==> src/rtl/vga_fb_pkg.sv <==
// vga_fb_pkg: shared constants and types for the VGA frame buffer write port.
//   FB_W/FB_H     frame geometry (160x120)
//   X_W/Y_W/A_W   address field widths, FB address is {y, x}
//   OFS_*         bus register offsets from the block base address
//   fill_state_e  fill engine states
//   FG_RST/BG_RST colour register reset values
package vga_fb_pkg;
    localparam int FB_W = 160;
    localparam int FB_H = 120;
    localparam int X_W  = 8;
    localparam int Y_W  = 7;
    localparam int A_W  = X_W + Y_W;

    localparam logic [7:0] OFS_X     = 8'd0;
    localparam logic [7:0] OFS_Y     = 8'd1;
    localparam logic [7:0] OFS_PIXEL = 8'd2;
    localparam logic [7:0] OFS_CTRL  = 8'd3;
    localparam logic [7:0] OFS_FG    = 8'd4;
    localparam logic [7:0] OFS_BG    = 8'd5;
    localparam logic [7:0] OFS_NUM   = 8'd6;

    typedef enum logic {
        IDLE,
        FILL
    } fill_state_e;

    localparam logic [7:0] FG_RST = 8'hFF;
    localparam logic [7:0] BG_RST = 8'h00;
endpackage

==> src/rtl/fb_sweep_counter.sv <==
// fb_sweep_counter: nested x/y position counter over a W x H frame.
//   clk, rst_n    clock, async active-low reset (position 0,0)
//   ld_x, ld_y    load x_in / y_in (independently) on the next edge
//   en            advance one pixel: x+1, wrapping at W-1 into y+1, y wraps at H-1
//   x, y          current position
//   nx, ny        position after this edge (what x/y will become)
//   last          current position is (W-1, H-1)
// An x beyond the frame never matches the wrap point, so it just counts
// modulo 2^X_W with y untouched.
module fb_sweep_counter
    import vga_fb_pkg::*;
#(
    parameter int W = FB_W,
    parameter int H = FB_H
) (
    input  logic           clk,
    input  logic           rst_n,
    input  logic           ld_x,
    input  logic           ld_y,
    input  logic           en,
    input  logic [X_W-1:0] x_in,
    input  logic [Y_W-1:0] y_in,
    output logic [X_W-1:0] x,
    output logic [Y_W-1:0] y,
    output logic [X_W-1:0] nx,
    output logic [Y_W-1:0] ny,
    output logic           last
);
    logic [X_W-1:0] x_q, x_d;
    logic [Y_W-1:0] y_q, y_d;
    logic           x_wrap;

    always_comb begin
        x_wrap = x_q == X_W'(W - 1);
        x_d    = ld_x ? x_in : en ? (x_wrap ? '0 : x_q + X_W'(1)) : x_q;
        y_d    = ld_y ? y_in : (en && x_wrap) ? (y_q == Y_W'(H - 1) ? '0 : y_q + Y_W'(1)) : y_q;
    end

    always_ff @(posedge clk or negedge rst_n) begin
        if (!rst_n) begin
            x_q <= '0;
            y_q <= '0;
        end else begin
            x_q <= x_d;
            y_q <= y_d;
        end
    end

    assign x    = x_q;
    assign y    = y_q;
    assign nx   = x_d;
    assign ny   = y_d;
    assign last = x_wrap && (y_q == Y_W'(H - 1));
endmodule

==> src/rtl/vga_fb_writer.sv <==
// vga_fb_writer: bus-side write port of the 1-bit VGA frame buffer with fill engine.
//   CLK, RESET_N                 clock, async active-low reset
//   BUS_ADDR/DATA_IN/WE/RE       processor bus access, one-cycle strobes
//   BUS_DATA_OUT, BUS_DATA_OE    registered read data, OE high one cycle
//   FB_ADDR, FB_DATA, FB_WE      frame buffer write port, FB_ADDR = {y, x}
//   CONFIG_COLOURS               {FG, BG} colour pair for the signal generator
//   BUSY                         fill engine sweeping the frame
module vga_fb_writer #(
    parameter logic [7:0] BASE_ADDR = 8'hB0,
    parameter int         FB_W      = vga_fb_pkg::FB_W,
    parameter int         FB_H      = vga_fb_pkg::FB_H
) (
    input  logic        CLK,
    input  logic        RESET_N,
    input  logic [7:0]  BUS_ADDR,
    input  logic [7:0]  BUS_DATA_IN,
    input  logic        BUS_WE,
    input  logic        BUS_RE,
    output logic [7:0]  BUS_DATA_OUT,
    output logic        BUS_DATA_OE,
    output logic [14:0] FB_ADDR,
    output logic        FB_DATA,
    output logic        FB_WE,
    output logic [15:0] CONFIG_COLOURS,
    output logic        BUSY
);
    import vga_fb_pkg::*;

    localparam logic [X_W-1:0] X_LIM = X_W'(FB_W);
    localparam logic [Y_W-1:0] Y_LIM = Y_W'(FB_H);

    fill_state_e    state_q, state_d;
    logic           fill_val_q, fill_val_d;
    logic           autoinc_q, autoinc_d;
    logic [7:0]     fg_q, fg_d, bg_q, bg_d;
    logic           fb_we_q, fb_we_d, fb_data_q, fb_data_d;
    logic [A_W-1:0] fb_addr_q, fb_addr_d;
    logic [7:0]     dout_q, dout_d;
    logic           oe_q, oe_d;

    logic [7:0]     off;
    logic           wr, rd, busy;
    logic           wr_x, wr_y, wr_pix, wr_ctrl;
    logic           fill_start, fill_on, pix_ok, pix_we;
    logic [X_W-1:0] px, fnx;
    logic [Y_W-1:0] py, fny;
    logic           f_last;
    logic [15:0]    pos_unused;
    logic [14:0]    fill_unused;

    // Current X/Y register with the AUTOINC advance.
    fb_sweep_counter #(.W(FB_W), .H(FB_H)) u_pos (
        .clk   (CLK),
        .rst_n (RESET_N),
        .ld_x  (wr_x),
        .ld_y  (wr_y),
        .en    (pix_ok && autoinc_q),
        .x_in  (BUS_DATA_IN),
        .y_in  (BUS_DATA_IN[Y_W-1:0]),
        .x     (px),
        .y     (py),
        .nx    (pos_unused[7:0]),
        .ny    (pos_unused[14:8]),
        .last  (pos_unused[15])
    );

    // Fill sweep position; it tracks the address currently on FB_ADDR, so
    // its next value is the address registered for the following write.
    fb_sweep_counter #(.W(FB_W), .H(FB_H)) u_fill (
        .clk   (CLK),
        .rst_n (RESET_N),
        .ld_x  (fill_start),
        .ld_y  (fill_start),
        .en    (fill_on),
        .x_in  ('0),
        .y_in  ('0),
        .x     (fill_unused[7:0]),
        .y     (fill_unused[14:8]),
        .nx    (fnx),
        .ny    (fny),
        .last  (f_last)
    );

    always_comb begin
        off        = BUS_ADDR - BASE_ADDR;
        wr         = BUS_WE && (off < OFS_NUM);
        rd         = BUS_RE && (off < OFS_NUM);
        busy       = state_q == FILL;
        wr_x       = wr && (off == OFS_X);
        wr_y       = wr && (off == OFS_Y);
        wr_pix     = wr && (off == OFS_PIXEL);
        wr_ctrl    = wr && (off == OFS_CTRL);
        fill_start = wr_ctrl && BUS_DATA_IN[1] && !busy;
        // The last sweep write is already on the port, so stop issuing.
        fill_on    = busy && !f_last;
        pix_ok     = wr_pix && !busy;
        pix_we     = pix_ok && (px < X_LIM) && (py < Y_LIM);
        state_d    = fill_start ? FILL : (busy && f_last) ? IDLE : state_q;
        fill_val_d = fill_start ? BUS_DATA_IN[2] : fill_val_q;
        autoinc_d  = wr_ctrl ? BUS_DATA_IN[0] : autoinc_q;
        fg_d       = (wr && off == OFS_FG) ? BUS_DATA_IN : fg_q;
        bg_d       = (wr && off == OFS_BG) ? BUS_DATA_IN : bg_q;
        fb_we_d    = fill_start || fill_on || pix_we;
        fb_addr_d  = (fill_start || fill_on) ? {fny, fnx} : pix_we ? {py, px} : fb_addr_q;
        fb_data_d  = fill_start ? BUS_DATA_IN[2] : fill_on ? fill_val_q : pix_we ? BUS_DATA_IN[0] : fb_data_q;
        oe_d       = rd;
        dout_d     = !rd                ? 8'h00 :
                     (off == OFS_CTRL)  ? {6'b0, autoinc_q, busy} :
                     (off == OFS_FG)    ? fg_q :
                     (off == OFS_BG)    ? bg_q : 8'h00;
    end

    always_ff @(posedge CLK or negedge RESET_N) begin
        if (!RESET_N) begin
            state_q    <= IDLE;
            fill_val_q <= 1'b0;
            autoinc_q  <= 1'b0;
            fg_q       <= FG_RST;
            bg_q       <= BG_RST;
            fb_we_q    <= 1'b0;
            fb_addr_q  <= '0;
            fb_data_q  <= 1'b0;
            dout_q     <= 8'h00;
            oe_q       <= 1'b0;
        end else begin
            state_q    <= state_d;
            fill_val_q <= fill_val_d;
            autoinc_q  <= autoinc_d;
            fg_q       <= fg_d;
            bg_q       <= bg_d;
            fb_we_q    <= fb_we_d;
            fb_addr_q  <= fb_addr_d;
            fb_data_q  <= fb_data_d;
            dout_q     <= dout_d;
            oe_q       <= oe_d;
        end
    end

    assign BUS_DATA_OUT   = dout_q;
    assign BUS_DATA_OE    = oe_q;
    assign FB_ADDR        = fb_addr_q;
    assign FB_DATA        = fb_data_q;
    assign FB_WE          = fb_we_q;
    assign CONFIG_COLOURS = {fg_q, bg_q};
    assign BUSY           = state_q == FILL;
endmodule

==> config.mk <==
export PLATFORM = sky130hd
export DESIGN_NAME = vga_fb_writer
export DESIGN_NICKNAME = d
export VERILOG_FILES = /design/src/rtl/vga_fb_pkg.sv /design/src/rtl/fb_sweep_counter.sv /design/src/rtl/vga_fb_writer.sv
export SDC_FILE = /design/constraint.sdc
export NUM_CORES = 1
export LEC_CHECK = 0
export ABC_AREA = 0
export ABC_CLOCK_PERIOD_IN_PS = 2000
export CORE_MARGIN = 2
export CORE_UTILIZATION = 48
export DETAILED_ROUTE_END_ITERATION = 10
export PLACE_DENSITY_LB_ADDON = 0.05
export SYNTH_ARGS = -nofsm -noshare
export SYNTH_HDL_FRONTEND = slang
export SYNTH_SLANG_ARGS = --single-unit
==> constraint.sdc <==
create_clock -name CLK -period 2 [get_ports CLK]
set_input_delay 0.4 -clock CLK [delete_from_list [all_inputs] [get_ports CLK]]
set_output_delay 0.4 -clock CLK [all_outputs]
set_load 0.01 [all_outputs]
# Yosys cells after proc, flatten, opt, wreduce, memory -nomap -nowiden
# Index checks and enable logic that the tools add are counted.
# word_totals
word_cells	83
reg_bits	75
output_inout_bits	43
in_bits	20
# classes
addsub	5
n_mux	23
order_cmp	3
n_eq_ne	9
reduce_logical	29
# op_table
operator	count
two-way mux 8 bit	10
two-way mux 7 bit	6
two-way mux 15 bit	2
logical AND 1 bit	19
adder 8 x 1 -> 8 bit, second input constant	2
== test 8 x 2 -> 1 bit, second input constant	2
== test 8 x 3 -> 1 bit, second input constant	2
== test 8 bit, second input constant	2
adder 7 x 1 -> 7 bit, second input constant	2
== test 7 bit, second input constant	2
== test 8 x 1 -> 1 bit, second input constant	1
zero test 8 bit	1
< comparator 8 x 3 -> 1 bit, second input constant	1
< comparator 8 bit, second input constant	1
nonzero test 2 bit	4
subtractor 8 bit, second input constant	1
< comparator 7 bit, second input constant	1
two-way mux 1 bit	5
nonzero test 3 bit	1
zero test 1 bit	2
logical OR 1 bit	2

# Longest topological paths before layout
# depth
ltp_word	10
ltp_mapped	8
depth_no_buf	6

# By module
# From an unflattened synthesis, not the netlist that was laid out.
# unflattened
cells_unflattened	376
hier_area_um2	3926.3
# modules_own_cells
module	n_inst	area_each_um2	seq_area_each_um2	cells_per_inst
vga_fb_writer	1	2089.5	1136.1	174
fb_sweep_counter	2	918.4	375.4	101

# Worst setup path after synthesis
# Ideal clock, no wire load.
# synth_timing
path_kind	reg-to-reg
from	register u_fill.x_q[0] (netlist: u_fill.x[0])
to	register fb_addr_q[7] (netlist: FB_ADDR[7])
synth_period_minus_slack_ps	1928
path_stages_with_launch	8
t_arrival_ps	1845
slack_ps	72
setup_time_ps	83
path_buffers	1
required_time_ps	1917
path_cell_list	dfrtp_1 -> ha_1 -> and3_1 -> and4_1 -> buf_2 -> nand2_1 -> or4b_1 -> o21ai_0
# synth_via
elab_chain_cells	7
elab_cells_between_ends	11
cone_classes	add/sub (1); eq/ne (1); mux (4); reduce/logical (5)
# synth_rtl
element	line	rtl
start, declared	fb_sweep_counter.sv:29	logic [X_W-1:0] x_q, x_d;
start signal, assigned	fb_sweep_counter.sv:41	x_q <= '0;
start signal, assigned	fb_sweep_counter.sv:44	x_q <= x_d;
branches (longest 7 deep; another with adder 8 x 1 -> 8 bit)	n/a	
end signal, assigned	vga_fb_writer.sv:132	fb_addr_q <= fb_addr_d;
end, declared	vga_fb_writer.sv:37	logic [A_W-1:0] fb_addr_q, fb_addr_d;
# Several ways; the timed one is not identified.
# A chain may end at the register's enable or synchronous reset.

# Worst setup path in the final report
# layout_timing
from	input BUS_ADDR[3]
to	register u_pos.y_q[0] (netlist: u_pos.y[0])
# layout_via
elab_chain_cells	8
elab_cells_between_ends	12
cone_classes	add/sub (1); order compare (1); eq/ne (2); mux (1); reduce/logical (7)
# layout_rtl
element	line	rtl
start, declared	vga_fb_writer.sv:15	input logic [7:0] BUS_ADDR,
subtractor 8 bit *	vga_fb_writer.sv:85	off = BUS_ADDR - BASE_ADDR;
< comparator 8 x 3 -> 1 bit	vga_fb_writer.sv:86	wr = BUS_WE && (off < OFS_NUM);
logical AND 1 bit	vga_fb_writer.sv:86	
logical AND 1 bit	vga_fb_writer.sv:91	wr_pix = wr && (off == OFS_PIXEL);
logical AND 1 bit	vga_fb_writer.sv:96	pix_ok = wr_pix && !busy;
logical AND 1 bit	vga_fb_writer.sv:57	.en (pix_ok && autoinc_q),
logical AND 1 bit	fb_sweep_counter.sv:36	y_d = ld_y ? y_in : (en && x_wrap) ? (y_q == Y_W'(H - 1) ? '0 : y_q + Y_W'(1)) : y_q;
nonzero test 2 bit (no source line)	n/a	
end signal, assigned	fb_sweep_counter.sv:45	y_q <= y_d;
end, declared	fb_sweep_counter.sv:30	logic [Y_W-1:0] y_q, y_d;
# Mark *: on every way between the ends. The rest lies on a longest branch, timed or not.

==> flow_metrics.py <==
metrics = {
    "run_status": {
        "status": "complete, no violations",
    },
    "sta": {
        "period_share_pct": 97.0,
        "tightest_slew_ns": 0.477,
        "fmax_ghz": 0.515,
        "hold_viol": 0,
        "finalCriticalPeriod_ns": 1.94,
        "finalMaxSlewViolations": 0,
        "fin_skew_ns": 0.0116,
        "hold_ws_ns": 0.0102,
        "maxSlewHeadroom_pct": 68.2,
        "finalSetupViolations": 0,
    },
    "cells_and_area": {
        "n_antenna_cell": 0,
        "drive_gt1_share_pct": 24.1,
        "fin_nets": 509,
        "fillers": 617,
        "syn2layout_area_growth_pct": 37.1,
        "regArea_um2": 1890,
        "multiInputGateArea_um2": 1870,
        "utilization_pct": 67.7,
    },
    "clocking": {
        "cts_buffers": 9,
        "clock_latency_ns": 0.35,
        "ctsHoldBuffers": 0,
        "cts_max_path_buffers": 2,
        "cts_root_buffer": "clkbuf_8",
        "tritoncts": "yes",
        "cts_num_sinks": 75,
        "path_clk_slew_ns": 0.09,
        "cts_max_level": 3,
    },
    "pwr": {
        "powerDensity_nw_per_um2": 788,
        "peakVddDrop_v": 0.000714,
        "p_leak_nw": 2.25,
    },
    "floorplanning": {
        "die_w_um": 93.2,
        "num_io_pins": 63,
        "dieArea_um2": 8680,
        "die_h_um": 93.2,
        "num_rows": 32,
        "initial_utilization_pct": 49.4,
        "core_area_um2": 7730,
    },
    "logic_synthesis": {
        "synth_edf_count": 0,
        "ys_top_cells_by_count": "dfrtp_1 (67), nor2_1 (45), a21oi_1 (25), nand3_1 (24), nand2_1 (20)",
        "synth_cell_type_count": 53,
        "synth_area_leader_cell": "dfrtp_1",
        "ys.warnings.count": 0,
        "synth_cells": 369,
        "synthesis.nets": 393,
        "synth-seq-area-share_pct": 49.4,
        "synth_top_area_share_pct": 43.9,
        "avgSynthCellArea_um2": 10.3,
        "yosys-top-cells-area": "dfrtp_1 (44%), mux2_2 (5.6%), dfstp_2 (5.5%), nor2_1 (4.4%), mux2i_1 (4.2%)",
        "yosys.cell_count.top_type": "dfrtp_1",
        "synthesis.area_um2": 3820,
        "ys_ff_latch": 75,
        "async_flop_share_pct": 100,
        "ys.flop_type": "dfrtp_1",
    },
    "global_routing": {
        "grt_antenna_before_repair": 0,
        "grt_pass1_vias": 3082,
        "grt_use_total_pct": 23.0,
        "gr-total-overflow": 0,
        "grt_pass1_wl_um": 15500,
        "grt_start_max_net_pins": 37,
    },
    "detailed_routing": {
        "drt-total-wl_um": 9840,
        "drc": 0,
        "dr.pass1.iters": 4,
        "num_vias": 3245,
        "via_per_inst": 5.48,
        "antenna_left": 0,
        "dr.first_iter.drc_count": 150,
        "drt-wirelength-per-cell_um": 16.6,
    },
    "setup_path": {
        "path_cells": "clkdlybuf4s50_1 > and4bb_1 > buf_6 > nand3_4 > or4b_4 > buf_2 > nor2_1 > a21oi_1",
        "cp.required_ns": 2.24,
        "cp_slowest_cell": "or4b_4",
        "crit_path_start_kind": "input pin",
        "cp.arrival_ns": 2.18,
        "worstSetupPathType": "in2reg",
        "cpPeakStageDelay_ns": 0.52,
        "path_max_fanout": 7,
        "endpoint_kind": "register",
    },
    "run": {
        "drv_cap": 0,
    },
    "placed_design": {
        "dp_hpwl_um": 7190,
        "gp_congestion": 0.882,
        "io_buffers": 62,
    },
    "min_path": {
        "min_path_type": "in2async",
    },
}
==> metal layers <==
layer,share of wire (%),routed length [µm],global-route usage (%)
met2,48,4740,37.3
met4,0.58,57,5.27
met1,47,4660,31.9
met5,0,0,0
met3,3.9,386,4.83
==> flip-flops by register name, summed over array words and instances, names as in the netlist <==
signal and cells:
BUSY 1, BUS_DATA_OE 1, BUS_DATA_OUT 8, FB_ADDR 15, FB_DATA 1, FB_WE 1
autoinc_q 1, bg_q 8, fg_q 8, fill_val_q 1, u_fill.x 8, u_fill.y 7
u_pos.x 8, u_pos.y 7
==> cell families (layout without fill, tap and decap cells) <==
kind of cell | after synthesis | after routing | synth area share (%)
AO/OA/AOI/OAI | 63 | 63 | 9.93
adder cells (fa/ha/maj) | 4 | 4 | 1.31
flip-flops | 75 | 75 | 49.4
multiplexers | 35 | 35 | 9.80
buffers and inverters | 22 | 142 | 2.89
XOR/XNOR | 19 | 19 | 4.36
AND/OR/NAND/NOR | 151 | 152 | 22.3
==> worst paths after layout <==
kind | end | slack [ns] | from | depth (start not counted)
max | u_pos.y[0]$_DFFE_PN0P_ | 0.06 | BUS_ADDR[3] | 8
min | u_fill.x[0]$_DFF_PN0_ | 0.01 | RESET_N | 1
max reg2reg | FB_ADDR[7]$_DFFE_PN0P_ | 0.11 | u_fill.x[0]$_DFF_PN0_ | 6
min reg2reg | fill_val_q$_DFFE_PN0P_ | 0.48 | fill_val_q$_DFFE_PN0P_ | 2
max in group asynchronous | FB_ADDR[4]$_DFFE_PN0P_ | 1.40 | RESET_N | 2
min in group CLK | fill_val_q$_DFFE_PN0P_ | 0.48 | fill_val_q$_DFFE_PN0P_ | 2
==> through the flow <==
step                      area [µm²]   TNS, ns  power (mW)  cells  setup WS, ns
after global placement          4940     -9.45        2.94    570        -0.319
after CTS                       5140         0        4.15    586       0.00981
after global routing            5230  -0.00786        4.34    592      -0.00786
after floorplan                 3820         0        2.37    369        0.0719
final                           5230         0        4.12    592        0.0597
after detailed placement        4940     -8.98        2.96    570        -0.354
==> what timing repair did <==
item | 4_1_cts | 5_1_grt
cloned | 0 | 2
gates resized for setup | 1 | 11
setup endpoints to repair | 1 | 20
setup buffers | 0 | 4
pin swaps | 0 | 2
==> cell type report <==
class / count / area share, %
multi-input cells: 273 / 35.7
inverters: 5 / 0.359
repair buffers: 121 / 21.6
clock inverters: 6 / 1.36
flip-flops and latches: 75 / 36.1
clock buffers: 10 / 2.44
well taps: 102 / 2.44
==> power breakdown <==
| part | internal (mW) | switching [mW] |
|---|---|---|
| Clock | 0.590 | 0.597 |
| Combinational | 0.572 | 0.435 |
| Sequential | 1.75 | 0.184 |
| Total | 2.91 | 1.22 |
==> placed cells by master, fill, tap and decap left out, types with 3 or more instances in the layout <==
| master | count |
|---|---|
| o22ai_1 | 3 |
| o21ai_0 | 12 |
| a32oi_1 | 3 |
| dfrtp_1 | 66 |
| buf_4 | 52 |
| nand4b_1 | 3 |
| xnor2_1 | 6 |
| dfstp_2 | 8 |
| clkdlybuf4s50_1 | 61 |
| and3b_1 | 3 |
| nand3_1 | 24 |
| clkbuf_8 | 9 |
| inv_1 | 5 |
| nand2_1 | 19 |
| nand4_1 | 9 |
| nor3_1 | 7 |
| a21oi_1 | 25 |
| ha_1 | 4 |
| a31oi_1 | 4 |
| mux2_2 | 19 |
| inv_6 | 3 |
| nor2b_1 | 4 |
| and4_1 | 5 |
| nor2_1 | 45 |
| mux2i_1 | 16 |
| and3_1 | 7 |
| xor2_1 | 12 |
| buf_12 | 5 |
==> worst max-delay path, delay by kind of cell <==
| family | cells | cell delay [ns] |
|---|---|---|
| buffers and inverters | 3 | 0.73 |
| and+or+nand+nor | 4 | 1.00 |
| AOI/OAI and AO/OA | 1 | 0.05 |
(Power assumes the default switching activity.)
==> RTL edit: new RTL, config.mk and constraints unchanged <==
`x_q` no longer has a reset.
--- a/src/rtl/fb_sweep_counter.sv
+++ b/src/rtl/fb_sweep_counter.sv
@@ -40,8 +40,10 @@
         if (!rst_n) begin
-            x_q <= '0;
             y_q <= '0;
         end else begin
-            x_q <= x_d;
             y_q <= y_d;
         end
+    end
+
+    always_ff @(posedge clk) begin
+        x_q <= x_d;
     end
Formal check against the unedited RTL: not equivalent (Yosys sat finds a counterexample within 4 cycles, from zero or initial values and one cycle with RESET_N low).
==> RTL edit against the original RTL <==
Register-to-register slack barely moved; area after synthesis shrank 0.23%; routed wire length rose by 1.1%; critical path depth is 1 lower; design area up 0.79%; sequential cell count unchanged; global-route usage grew 1.1 points; worst setup slack gained 15 ps.
Power is not compared: it rests on default switching activity, and its combinational part moved more than twofold at a synthesized area within 25%.
==> RTL edit: results <==
export IMPL_dpl_hpwl_mm=7.49
export IMPL_synthArstFlopShare_pct=78.7
export IMPL_yosys_area_share_adder_pct=1.31
export IMPL_postPlaceCellArea_mm2=0.00497
export IMPL_cpPeakStageDelay_ps=420
export IMPL_cp_max_fo=10
export IMPL_use_met1_pct=35.7
export IMPL_yosys_top_cells_area="dfrtp_1, edfxtp_1, mux2_2"
export IMPL_worst_pin_slew_ps=513
export IMPL_synthXorXnorAreaFrac_pct=5.06
export IMPL_num_nets_final=507
export IMPL_drt_iter0_drc=152
export IMPL_finClkSkew_ps=11.7
export IMPL_vdd_drop_max_mv=0.520
export IMPL_grt_max_degree=60
export IMPL_via_per_inst=5.46
export IMPL_power_leakage_nw=2.28
export IMPL_grt_pass1_vias=3133
export IMPL_dp_cells=572
export IMPL_slowest_stage="clkdlybuf4s50_1"
export IMPL_status="finished clean"
export IMPL_drive_above_1_share_pct=27.7
export IMPL_r2r_start="u_fill.x[0]"
export IMPL_avgRoutedWirePerCell_um=16.9
export IMPL_synth_common_cells="dfrtp_1, nor2_1, nand2_1"
export IMPL_fin_cells=590
export IMPL_synth_seq_area_share_pct=49.6
export IMPL_gp_congestion=0.889
export IMPL_diodes=0
export IMPL_finalPower_w=0.00307
export IMPL_grt_pass1_wl_mm=16.1
export IMPL_drtPass1Iterations=5
export IMPL_avgSynthCellArea_um2=10.5
export IMPL_use_met2_pct=36.8
export IMPL_grt_use_total_pct=24.1
export IMPL_grtUsageMet3_pct=3.38
export IMPL_synth_compound_area_share_pct=13.0
export IMPL_crit_arrival_ps=2150
export IMPL_setup_worst_path_start="BUS_ADDR[2]"
export IMPL_synth_edf_count=8
export IMPL_dpl_worst_slack_ps=-378
export IMPL_ys_types=63
export IMPL_synthMuxAreaShare_pct=9.04
## RTL edit: layout make-up
type                            count  area [µm²]
Clock inverter                      2        13.8
Sequential cell                    75        1890
Fill cell                         610        2410
Timing Repair Buffer              125        1130
Multi-Input combinational cell    262        1870
Clock buffer                       14         205
Tap cell                          102         128
Inverter                           10        37.5
## RTL edit: final timing paths
path / to / slack (ps) / depth (start not counted)
worst max-delay path: FB_ADDR[12] / 70 / 7
worst min-delay path: FB_ADDR[7] / 50 / 2
worst max register to register: FB_ADDR[12] / 110 / 7
worst min register to register: FB_ADDR[5] / 520 / 1
max in group asynchronous: fg_q[4] / 1620 / 2
min in group CLK: FB_ADDR[5] / 520 / 1
## RTL edit: per-layer routing
layer  vias up  routed length, µm
met5         -                  0
met4         0                155
met3        15                480
li1       1556                  -
met2        74               4640
met1      1578               4680
## RTL edit: timing repair
item | CTS | global route
endpoints found under the setup margin | 6 | 24
pin swaps | 1 | 5
cloned | 0 | 0
buffers inserted | 0 | 2
gates resized for setup | 3 | 16
